<file path="src/rtl/vq_pkg.sv">
// rtl/vq_pkg.sv - shared VQ constants, state encoding and lane helper
package vq_pkg;

  localparam int LANES  = 8;
  localparam int IDX_W  = 3;
  localparam int RAM2_W = 24;

  typedef enum logic [1:0] {
    ST_IDLE  = 2'b00,
    ST_READ  = 2'b01,
    ST_DRAIN = 2'b10,
    ST_DONE  = 2'b11
  } vq_state_e;

  // Lane 0 occupies the least significant index field of a RAM2 word.
  function automatic logic [IDX_W-1:0] lane_idx(input logic [RAM2_W-1:0] word, input int lane);
    return word[lane*IDX_W +: IDX_W];
  endfunction

endpackage

</file>
<file path="src/rtl/vq_codebook_rf.sv">
// rtl/vq_codebook_rf.sv - 8-entry codebook, one write port, eight combinational read ports
module vq_codebook_rf
  import vq_pkg::*;
#(
  parameter int PIX_W = 8
) (
  input  logic                   clk,
  input  logic                   rst_n,
  input  logic                   we,
  input  logic [IDX_W-1:0]       waddr,
  input  logic [PIX_W-1:0]       wdata,
  input  logic [RAM2_W-1:0]      ridx,
  output logic [LANES*PIX_W-1:0] rdata
);

  logic [PIX_W-1:0] mem_q [LANES];
  logic [PIX_W-1:0] mem_d [LANES];

  always_comb begin
    mem_d = mem_q;
    if (we) begin
      mem_d[waddr] = wdata;
    end
  end

  always_ff @(posedge clk or negedge rst_n) begin
    if (!rst_n) begin
      for (int i = 0; i < LANES; i++) begin
        mem_q[i] <= '0;
      end
    end else begin
      mem_q <= mem_d;
    end
  end

  for (genvar l = 0; l < LANES; l++) begin : g_rd
    assign rdata[l*PIX_W +: PIX_W] = mem_q[lane_idx(ridx, l)];
  end

endmodule

</file>
<file path="src/rtl/vq_index_decoder.sv">
// rtl/vq_index_decoder.sv - streams RAM2 index words through the codebook into RAM3 pixel words
module vq_index_decoder
  import vq_pkg::*;
#(
  parameter int ADDR_W = 20,
  parameter int PIX_W  = 8
) (
  input  logic                   clk,
  input  logic                   rst,
  input  logic                   start,
  input  logic [ADDR_W-1:0]      num_words,
  input  logic                   cb_we,
  input  logic [IDX_W-1:0]       cb_addr,
  input  logic [PIX_W-1:0]       cb_data,
  output logic [ADDR_W-1:0]      RAM2_A,
  input  logic [RAM2_W-1:0]      RAM2_Q,
  output logic                   RAM3_WE,
  output logic [ADDR_W-1:0]      RAM3_A,
  output logic [LANES*PIX_W-1:0] RAM3_D,
  output logic [1:0]             state,
  output logic                   busy,
  output logic                   done
);

  vq_state_e              state_q, state_d;
  logic [ADDR_W-1:0]      ram2_a_q, ram2_a_d;
  logic [ADDR_W-1:0]      last_q, last_d;
  logic                   drain_q, drain_d;
  logic                   rd_vld_q, rd_vld_d;
  logic [ADDR_W-1:0]      rd_addr_q, rd_addr_d;
  logic                   ram3_we_q, ram3_we_d;
  logic [ADDR_W-1:0]      ram3_a_q, ram3_a_d;
  logic [LANES*PIX_W-1:0] ram3_d_q, ram3_d_d;
  logic [LANES*PIX_W-1:0] cb_rdata;
  logic                   cb_wr_en;

  // Codebook only changes while idle so a decode always sees one consistent table.
  assign cb_wr_en = cb_we && (state_q == ST_IDLE);

  vq_codebook_rf #(
    .PIX_W (PIX_W)
  ) u_codebook (
    .clk   (clk),
    .rst_n (rst),
    .we    (cb_wr_en),
    .waddr (cb_addr),
    .wdata (cb_data),
    .ridx  (RAM2_Q),
    .rdata (cb_rdata)
  );

  always_comb begin
    state_d   = state_q;
    ram2_a_d  = ram2_a_q;
    last_d    = last_q;
    drain_d   = drain_q;
    rd_vld_d  = 1'b0;
    rd_addr_d = rd_addr_q;
    ram3_we_d = rd_vld_q;
    ram3_a_d  = ram3_a_q;
    ram3_d_d  = ram3_d_q;

    // RAM2_Q carries the word for rd_addr_q in the cycle rd_vld_q is high.
    if (rd_vld_q) begin
      ram3_a_d = rd_addr_q;
      ram3_d_d = cb_rdata;
    end

    case (state_q)
      ST_IDLE: begin
        if (start) begin
          if (num_words != '0) begin
            state_d  = ST_READ;
            ram2_a_d = '0;
            last_d   = num_words - ADDR_W'(1);
          end else begin
            state_d = ST_DONE;
          end
        end
      end
      ST_READ: begin
        rd_vld_d  = 1'b1;
        rd_addr_d = ram2_a_q;
        if (ram2_a_q == last_q) begin
          state_d = ST_DRAIN;
          drain_d = 1'b0;
        end else begin
          ram2_a_d = ram2_a_q + ADDR_W'(1);
        end
      end
      ST_DRAIN: begin
        if (drain_q) begin
          state_d = ST_DONE;
        end else begin
          drain_d = 1'b1;
        end
      end
      ST_DONE: begin
        state_d = ST_IDLE;
      end
      default: begin
        state_d = ST_IDLE;
      end
    endcase
  end

  always_ff @(posedge clk or negedge rst) begin
    if (!rst) begin
      state_q   <= ST_IDLE;
      ram2_a_q  <= '0;
      last_q    <= '0;
      drain_q   <= 1'b0;
      rd_vld_q  <= 1'b0;
      rd_addr_q <= '0;
      ram3_we_q <= 1'b0;
      ram3_a_q  <= '0;
      ram3_d_q  <= '0;
    end else begin
      state_q   <= state_d;
      ram2_a_q  <= ram2_a_d;
      last_q    <= last_d;
      drain_q   <= drain_d;
      rd_vld_q  <= rd_vld_d;
      rd_addr_q <= rd_addr_d;
      ram3_we_q <= ram3_we_d;
      ram3_a_q  <= ram3_a_d;
      ram3_d_q  <= ram3_d_d;
    end
  end

  assign RAM2_A  = ram2_a_q;
  assign RAM3_WE = ram3_we_q;
  assign RAM3_A  = ram3_a_q;
  assign RAM3_D  = ram3_d_q;
  assign state   = state_q;
  assign busy    = (state_q == ST_READ) || (state_q == ST_DRAIN);
  assign done    = (state_q == ST_DONE);

endmodule

</file>
<file path="config.mk">
export PLATFORM = sky130hd
export DESIGN_NAME = vq_index_decoder
export DESIGN_NICKNAME = d
export VERILOG_FILES = /design/src/rtl/vq_pkg.sv /design/src/rtl/vq_codebook_rf.sv /design/src/rtl/vq_index_decoder.sv
export SDC_FILE = /design/constraint.sdc
export NUM_CORES = 1
export LEC_CHECK = 0
export CAP_MARGIN = 10
export CORE_MARGIN = 2
export CORE_UTILIZATION = 55
export DETAILED_ROUTE_END_ITERATION = 12
export PLACE_DENSITY = 0.77
export SLEW_MARGIN = 20
export SYNTH_ARGS = -nofsm -noshare
export SYNTH_HDL_FRONTEND = slang
export SYNTH_SLANG_ARGS = --single-unit
export TNS_END_PERCENT = 5
</file>
<file path="constraint.sdc">
create_clock -name clk -period 2.4 [get_ports clk]
set_input_delay 0.48 -clock clk [delete_from_list [all_inputs] [get_ports clk]]
set_output_delay 0.48 -clock clk [all_outputs]
set_load 0.02 [all_outputs]
</file>
==> results.txt, run 1 <==
outcome: completed
final worst slack: 0.114 ns
initial antenna violation count: 0
Clk Latency, worst-skew pair: 0.51 ns
Crit. Startpoint: RAM2_A[5]
root buf cell: clkbuf_16
Netlist cell types: 50
post-route ant nets: 0
Clock Power Share: 0.476
Final Hold Fails: 0
crit path DAT: 1.81 ns
Post-Route Setup TNS: 0 ns
Placer Congestion: 0.918
DR iter-0 viols: 1087
Crit Path Class: reg -> out
Layout Utilization: 0.708
Syn Std Cell Area: 12700 um2
CTS sink count: 213
switching pwr: 1.76 mW
clk slew on worst S/H paths: 0.06 ns
vias in the first global route: 9461
element type at the critical path start: flop
fmax: 437 MHz
R2R setup slack: 0.18 ns
Setup WS pre-CTS: -0.177 ns
# IOs: 168
Pint: 6.17 mW
global-route total usage across every layer: 0.289
NumNets Final: 1254
post-CTS setup repair buffer count: 0
final wirelength: 34600 um
drt first pass iters: 7
slowest stage delay, CP: 0.64 ns
Pwr Density: 495 nW/um2
GRT overflow: 0
Die Wd: 156 um
FF-to-FF End: u_codebook.mem_q[43]
Largest delay share family, worst path: buffers and inverters
Final Non-Filler Cells: 1490
DR WL met2: 15700 um
Crit path buffers/inverters: 2
overall power: 7.93 mW
Routed WL per cell: 23.2 um
Syn-to-layout area delta: 26.6%
IR Drop Worst-Case VDD: 0.000365 V
period utilization: 0.953
Net Sw Frac: 0.222
Critical Path End: RAM2_A[5]
reg2reg path depth: 5
Synth Instances: 987
Core ar.: 22600 um2
RSZ-0062 raised after global routing: no
Num CTS Buffers: 23
post-route minimum period: 2.29 ns
Clock Tree Buf Depth: 3
Post-Syn Area per Cell: 12.8 um2
DRC viols: 0
Port Buf Inserts: 167
sequential share of power: 0.453
Synthesis Warnings: 0
dpl hpwl: 24600 um
Inst Count DP: 1447
CTS tree: done
max_cap viols: 0
# fillers: 1525
required time of the critical path: 1.92 ns
Yosys reg bits: 213
CP max FO: 8
stages on the worst setup path: 2
first-pass GRT wire length: 53900 um
Layout Skew: 0.00921 ns
Worst Tran Pin Value: 0.577 ns
Worst setup EP type: output pin
Slew Viols, Final: 0
Row Count: 55
reg2reg start: state[0]
n_diodes: 0
vias per cell: 6.53
FF/Latch Area: 5330 um2
die area: 24300 um2
slowest cell on the critical path: clkdlybuf4s50_1
share of layout cells above drive strength 1: 0.313
Rel. slew slack: 0.614
# setup viols final: 0
Post-Syn Nets: 1053
Seq/Total Area, Yosys: 0.421
combinational group share of total power: 0.071
leakage: 6.81 nW
wl on met1: 14300 um
Initial Util: 0.560
CTS H-tree depth: 1
Top Layer Used: met4
routed vias: 9730
critical-path cell list: buf_4, clkdlybuf4s50_1
wire length on met3: 3730 um
hold crit path type: reg -> reg
area of the multi-input gates: 6930 um2
largest net degree at the start of global routing: 90
Die Ht: 156 um
-- tightest hold or removal path, stage by stage (launching register included) --
cell,delay [ns]
dfrtp_1,0.36
nand2_1,0.05
o21ai_0,0.06
-- layout by cell type, fill, tap and decap left out, types with 17 or more instances in the layout --
master / Yosys / layout
a21oi_1: 66 / 66
buf_12: 1 / 17
buf_4: 3 / 71
clkbuf_16: 0 / 23
clkdlybuf4s50_1: 0 / 165
dfrtp_1: 213 / 212
mux2_2: 104 / 104
mux2i_1: 66 / 66
mux4_2: 128 / 128
nand2_1: 43 / 43
nand3_1: 17 / 17
nor2_1: 89 / 89
o21ai_0: 21 / 21
xnor2_1: 20 / 20
-- per-layer routing --
layer | track usage | vias to the layer above
met5 | 0 | -
met1 | 0.435 | 4899
met2 | 0.428 | 594
met3 | 0.0592 | 63
li1 | - | 4174
met4 | 0.0891 | 0
-- stage by stage --
step	hold WS, ns	cell area, um2
finish	0.501	16000
global route	0.519	16000
CTS	0.505	16000
detailed placement	0.491	15200
global placement	0.482	15200
floorplan	0.184	12700
-- sequential cells by signal (all words and copies together) (netlist names) --
| name | cells |
|---|---|
| u_codebook.mem_q | 64 |
| RAM2_A | 20 |
| rd_addr_q | 20 |
| ram3_we_d | 1 |
| RAM3_D | 64 |
| state | 2 |
| last_q | 20 |
| RAM3_WE | 1 |
| RAM3_A | 20 |
| drain_q | 1 |
-- how the worst min path moves through the flow --
| stage | to | cells after the start | slack, ns | from |
|---|---|---|---|---|
| 6_report | last_q[17] | 2 | 0.50 | last_q[17] |
| 5_1_grt | rd_addr_q[3] | 1 | 0.52 | rd_addr_q[3] |
| 4_1_cts | last_q[17] | 2 | 0.50 | last_q[17] |
| 3_5_place_dp | RAM3_A[14] | 1 | 0.49 | rd_addr_q[14] |
| 3_3_place_gp | last_q[15] | 2 | 0.48 | last_q[15] |
| 2_1_floorplan | RAM2_A[0] | 0 | 0.18 | rst |
-- cells by family after synthesis --
group / share of synthesized area
flip-flops: 0.421
multiplexers: 0.372
AO/OA/AOI/OAI: 0.0588
AND/OR/NAND/NOR: 0.0840
buffers and inverters: 0.0327
adder cells (fa/ha/maj): 0.00691
XOR/XNOR: 0.0249
-- layout make-up --
type	instances	area share
clock buffers	31	0.0421
multi-input cells	682	0.432
clock inverters	11	0.00889
well taps	285	0.0222
flip-flops and latches	213	0.333
inverters	12	0.00281
repair buffers	256	0.159
-- synth_stat cells (all sizes together) --
cell type / n / area share
xnor2: 20 / 0.014
dfrtp: 213 / 0.42
o221a: 1 / 0.00089
o32ai: 2 / 0.0014
inv: 11 / 0.0033
and3: 3 / 0.0015
nand4: 6 / 0.0030
and4: 2 / 0.0014
mux2: 104 / 0.092
o21ai: 22 / 0.0090
or4: 8 / 0.0047
or3: 7 / 0.0035
o22ai: 1 / 0.00049
a21oi: 66 / 0.026
o311ai: 1 / 0.00069
xor2: 16 / 0.011
o22a: 1 / 0.00069
clkbuf: 32 / 0.0096
mux2i: 66 / 0.052
nor2: 89 / 0.026
and2: 3 / 0.0015
o211ai: 9 / 0.0053
o41ai: 7 / 0.0048
nand3: 20 / 0.0091
nand2b: 8 / 0.0039
clkinv: 1 / 0.00030
nor3: 8 / 0.0036
o21bai: 1 / 0.00059
a31oi: 3 / 0.0015
nand3b: 1 / 0.00059
buf: 48 / 0.020
mux4: 128 / 0.23
o41a: 1 / 0.00089
nor2b: 3 / 0.0015
nand2: 44 / 0.013
o31ai: 11 / 0.0065
nor4: 11 / 0.0093
or2: 2 / 0.00099
ha: 7 / 0.0069
-- timing repair --
item                                   in CTS  in global routing
hold buffers                                1                  0
endpoints found under the hold margin      47                  0
setup endpoints to repair                   1                  0
gates resized for setup                     1                  0
-- power groups by stage --
stage | combinational, mW | sequential [mW] | clock (mW)
finish | 0.565 | 3.59 | 3.78
global route | 0.607 | 3.59 | 3.98
CTS | 0.572 | 3.59 | 3.81
detailed placement | 0.570 | 3.66 | 0
global placement | 0.562 | 3.66 | 0
floorplan | 0.243 | 3.66 | 0
(Power assumes the default switching activity.)
==> run 2, diff against run 1 <==
--- a/config.mk
+++ b/config.mk
@@ -6,7 +6,6 @@
 export NUM_CORES = 1
 export LEC_CHECK = 0
 export CAP_MARGIN = 10
-export CORE_MARGIN = 2
 export CORE_UTILIZATION = 55
 export DETAILED_ROUTE_END_ITERATION = 12
 export PLACE_DENSITY = 0.77
==> results.txt, run 2 (synthesis gave the netlist of run 1 again) <==
DP Area: 15100 um2
DRC viols: 0
overall power: 7.78 mW
die area: 23700 um2
Routed WL per cell: 23.2 um
root buf cell: clkbuf_16
crit path DAT: 1.81 ns
vias in the first global route: 9264
post-route minimum period: 2.29 ns
post-layout instance area: 15900 um2
Initial Util: 0.560
period utilization: 0.954
Syn-to-layout area delta: 25.6%
CTS H-tree depth: 1
worst hold slack: 0.502 ns
max_cap viols: 0
NumNets Final: 1247
outcome: completed
Slew Viols, Final: 0
global-route total usage across every layer: 0.298
Worst Tran Pin Value: 0.590 ns
Layout Skew: 0.0136 ns
most common cell after layout, fill and taps aside: dfrtp_1
Crit Path Class: reg -> out
Worst setup EP type: output pin
initial antenna violation count: 0
CTS sink count: 213
leakage: 6.74 nW
fmax: 437 MHz
Clk Latency, worst-skew pair: 0.51 ns
Pwr Density: 489 nW/um2
post-route ant nets: 0
Final Hold Fails: 0
Die Wd: 154 um
# setup viols final: 0
vias per cell: 6.46
most frequent cells in the layout: dfrtp_1, clkdlybuf4s50_1, mux4_2, mux2_2, nor2_1
Clock Tree Buf Depth: 3
Setup WS pre-CTS: -0.163 ns
Num CTS Buffers: 23
final wirelength: 34400 um
drt first pass iters: 6
CP max FO: 6
RSZ-0062 raised after global routing: no
dpl hpwl: 24300 um
# IOs: 168
routed vias: 9576
largest net degree at the start of global routing: 90
Row Count: 55
required time of the critical path: 1.92 ns
Placer Congestion: 0.878
n_diodes: 0
Port Buf Inserts: 167
Core ar.: 22600 um2
CTS tree: done
element type at the critical path start: flop
Rel. slew slack: 0.607
Die Ht: 154 um
GRT overflow: 0
Layout Utilization: 0.703
final worst slack: 0.110 ns
reg2reg path depth: 5
IR Drop Worst-Case VDD: 0.000357 V
share of layout cells above drive strength 1: 0.307
first-pass GRT wire length: 54000 um
clk slew on worst S/H paths: 0.07 ns
DR iter-0 viols: 961
hold crit path type: in -> async
run 2: cell count changes in the layout (fill, tap and decap cells not counted), sizes merged:
cell | before | now
inv | 13 | 12
buf | 88 | 81
clkinv | 6 | 8
clkbuf | 32 | 30
run 2: layer usage:
| metal | vias up | part of all wire | global-route usage |
|---|---|---|---|
| met5 | - | 0 | 0 |
| met4 | 0 | 0.020 | 0.0719 |
| met3 | 46 | 0.10 | 0.0505 |
| met2 | 539 | 0.45 | 0.439 |
| met1 | 4820 | 0.43 | 0.462 |
| li1 | 4171 | - | - |
run 2: timing repair:
| action | 4_1_cts | 5_1_grt |
|---|---|---|
| setup endpoints to repair | 1 | 14 |
| setup buffers | 0 | 0 |
| hold endpoints to repair | 53 | 0 |
| hold buffers | 1 | 0 |
| resized for setup | 1 | 1 |
run 2: stage by stage:
stage / cells / TNS, ns
2_1_floorplan: 987 / 0
3_3_place_gp: 1440 / -2.10
3_5_place_dp: 1440 / -3.16
4_1_cts: 1482 / 0
5_1_grt: 1482 / 0
6_report: 1482 / 0
run 2: cell type report:
cell class | count | area, um2
flip-flops and latches | 213 | 5330
repair buffers | 249 | 2480
clock buffers | 29 | 628
clock inverters | 12 | 141
well taps | 285 | 357
inverters | 12 | 45.0
multi-input cells | 682 | 6930
fillers | 1554 | 6730
run 2: report_power, final:
part           switching, mW  internal [mW]
Clock                   1.46           2.18
Combinational          0.284          0.272
Sequential                 0           3.59
run 2: final timing paths:
path	slack, ns	startpoint	to
worst min-delay path	0.50	rst	RAM3_D[60]
worst max-delay path	0.11	RAM2_A[5]	RAM2_A[5]
worst max register to register	0.20	state[0]	u_codebook.mem_q[60]
max in group asynchronous	1.17	rst	u_codebook.mem_q[10]
worst min register to register	0.50	RAM3_A[16]	RAM3_A[16]
min in group clk	0.50	RAM3_A[16]	RAM3_A[16]
run 2: worst max-delay path, cell delays in order, from the launching register on:
cell and delay, ns:
dfrtp_1 0.47, buf_4 0.18, clkdlybuf4s50_1 0.64
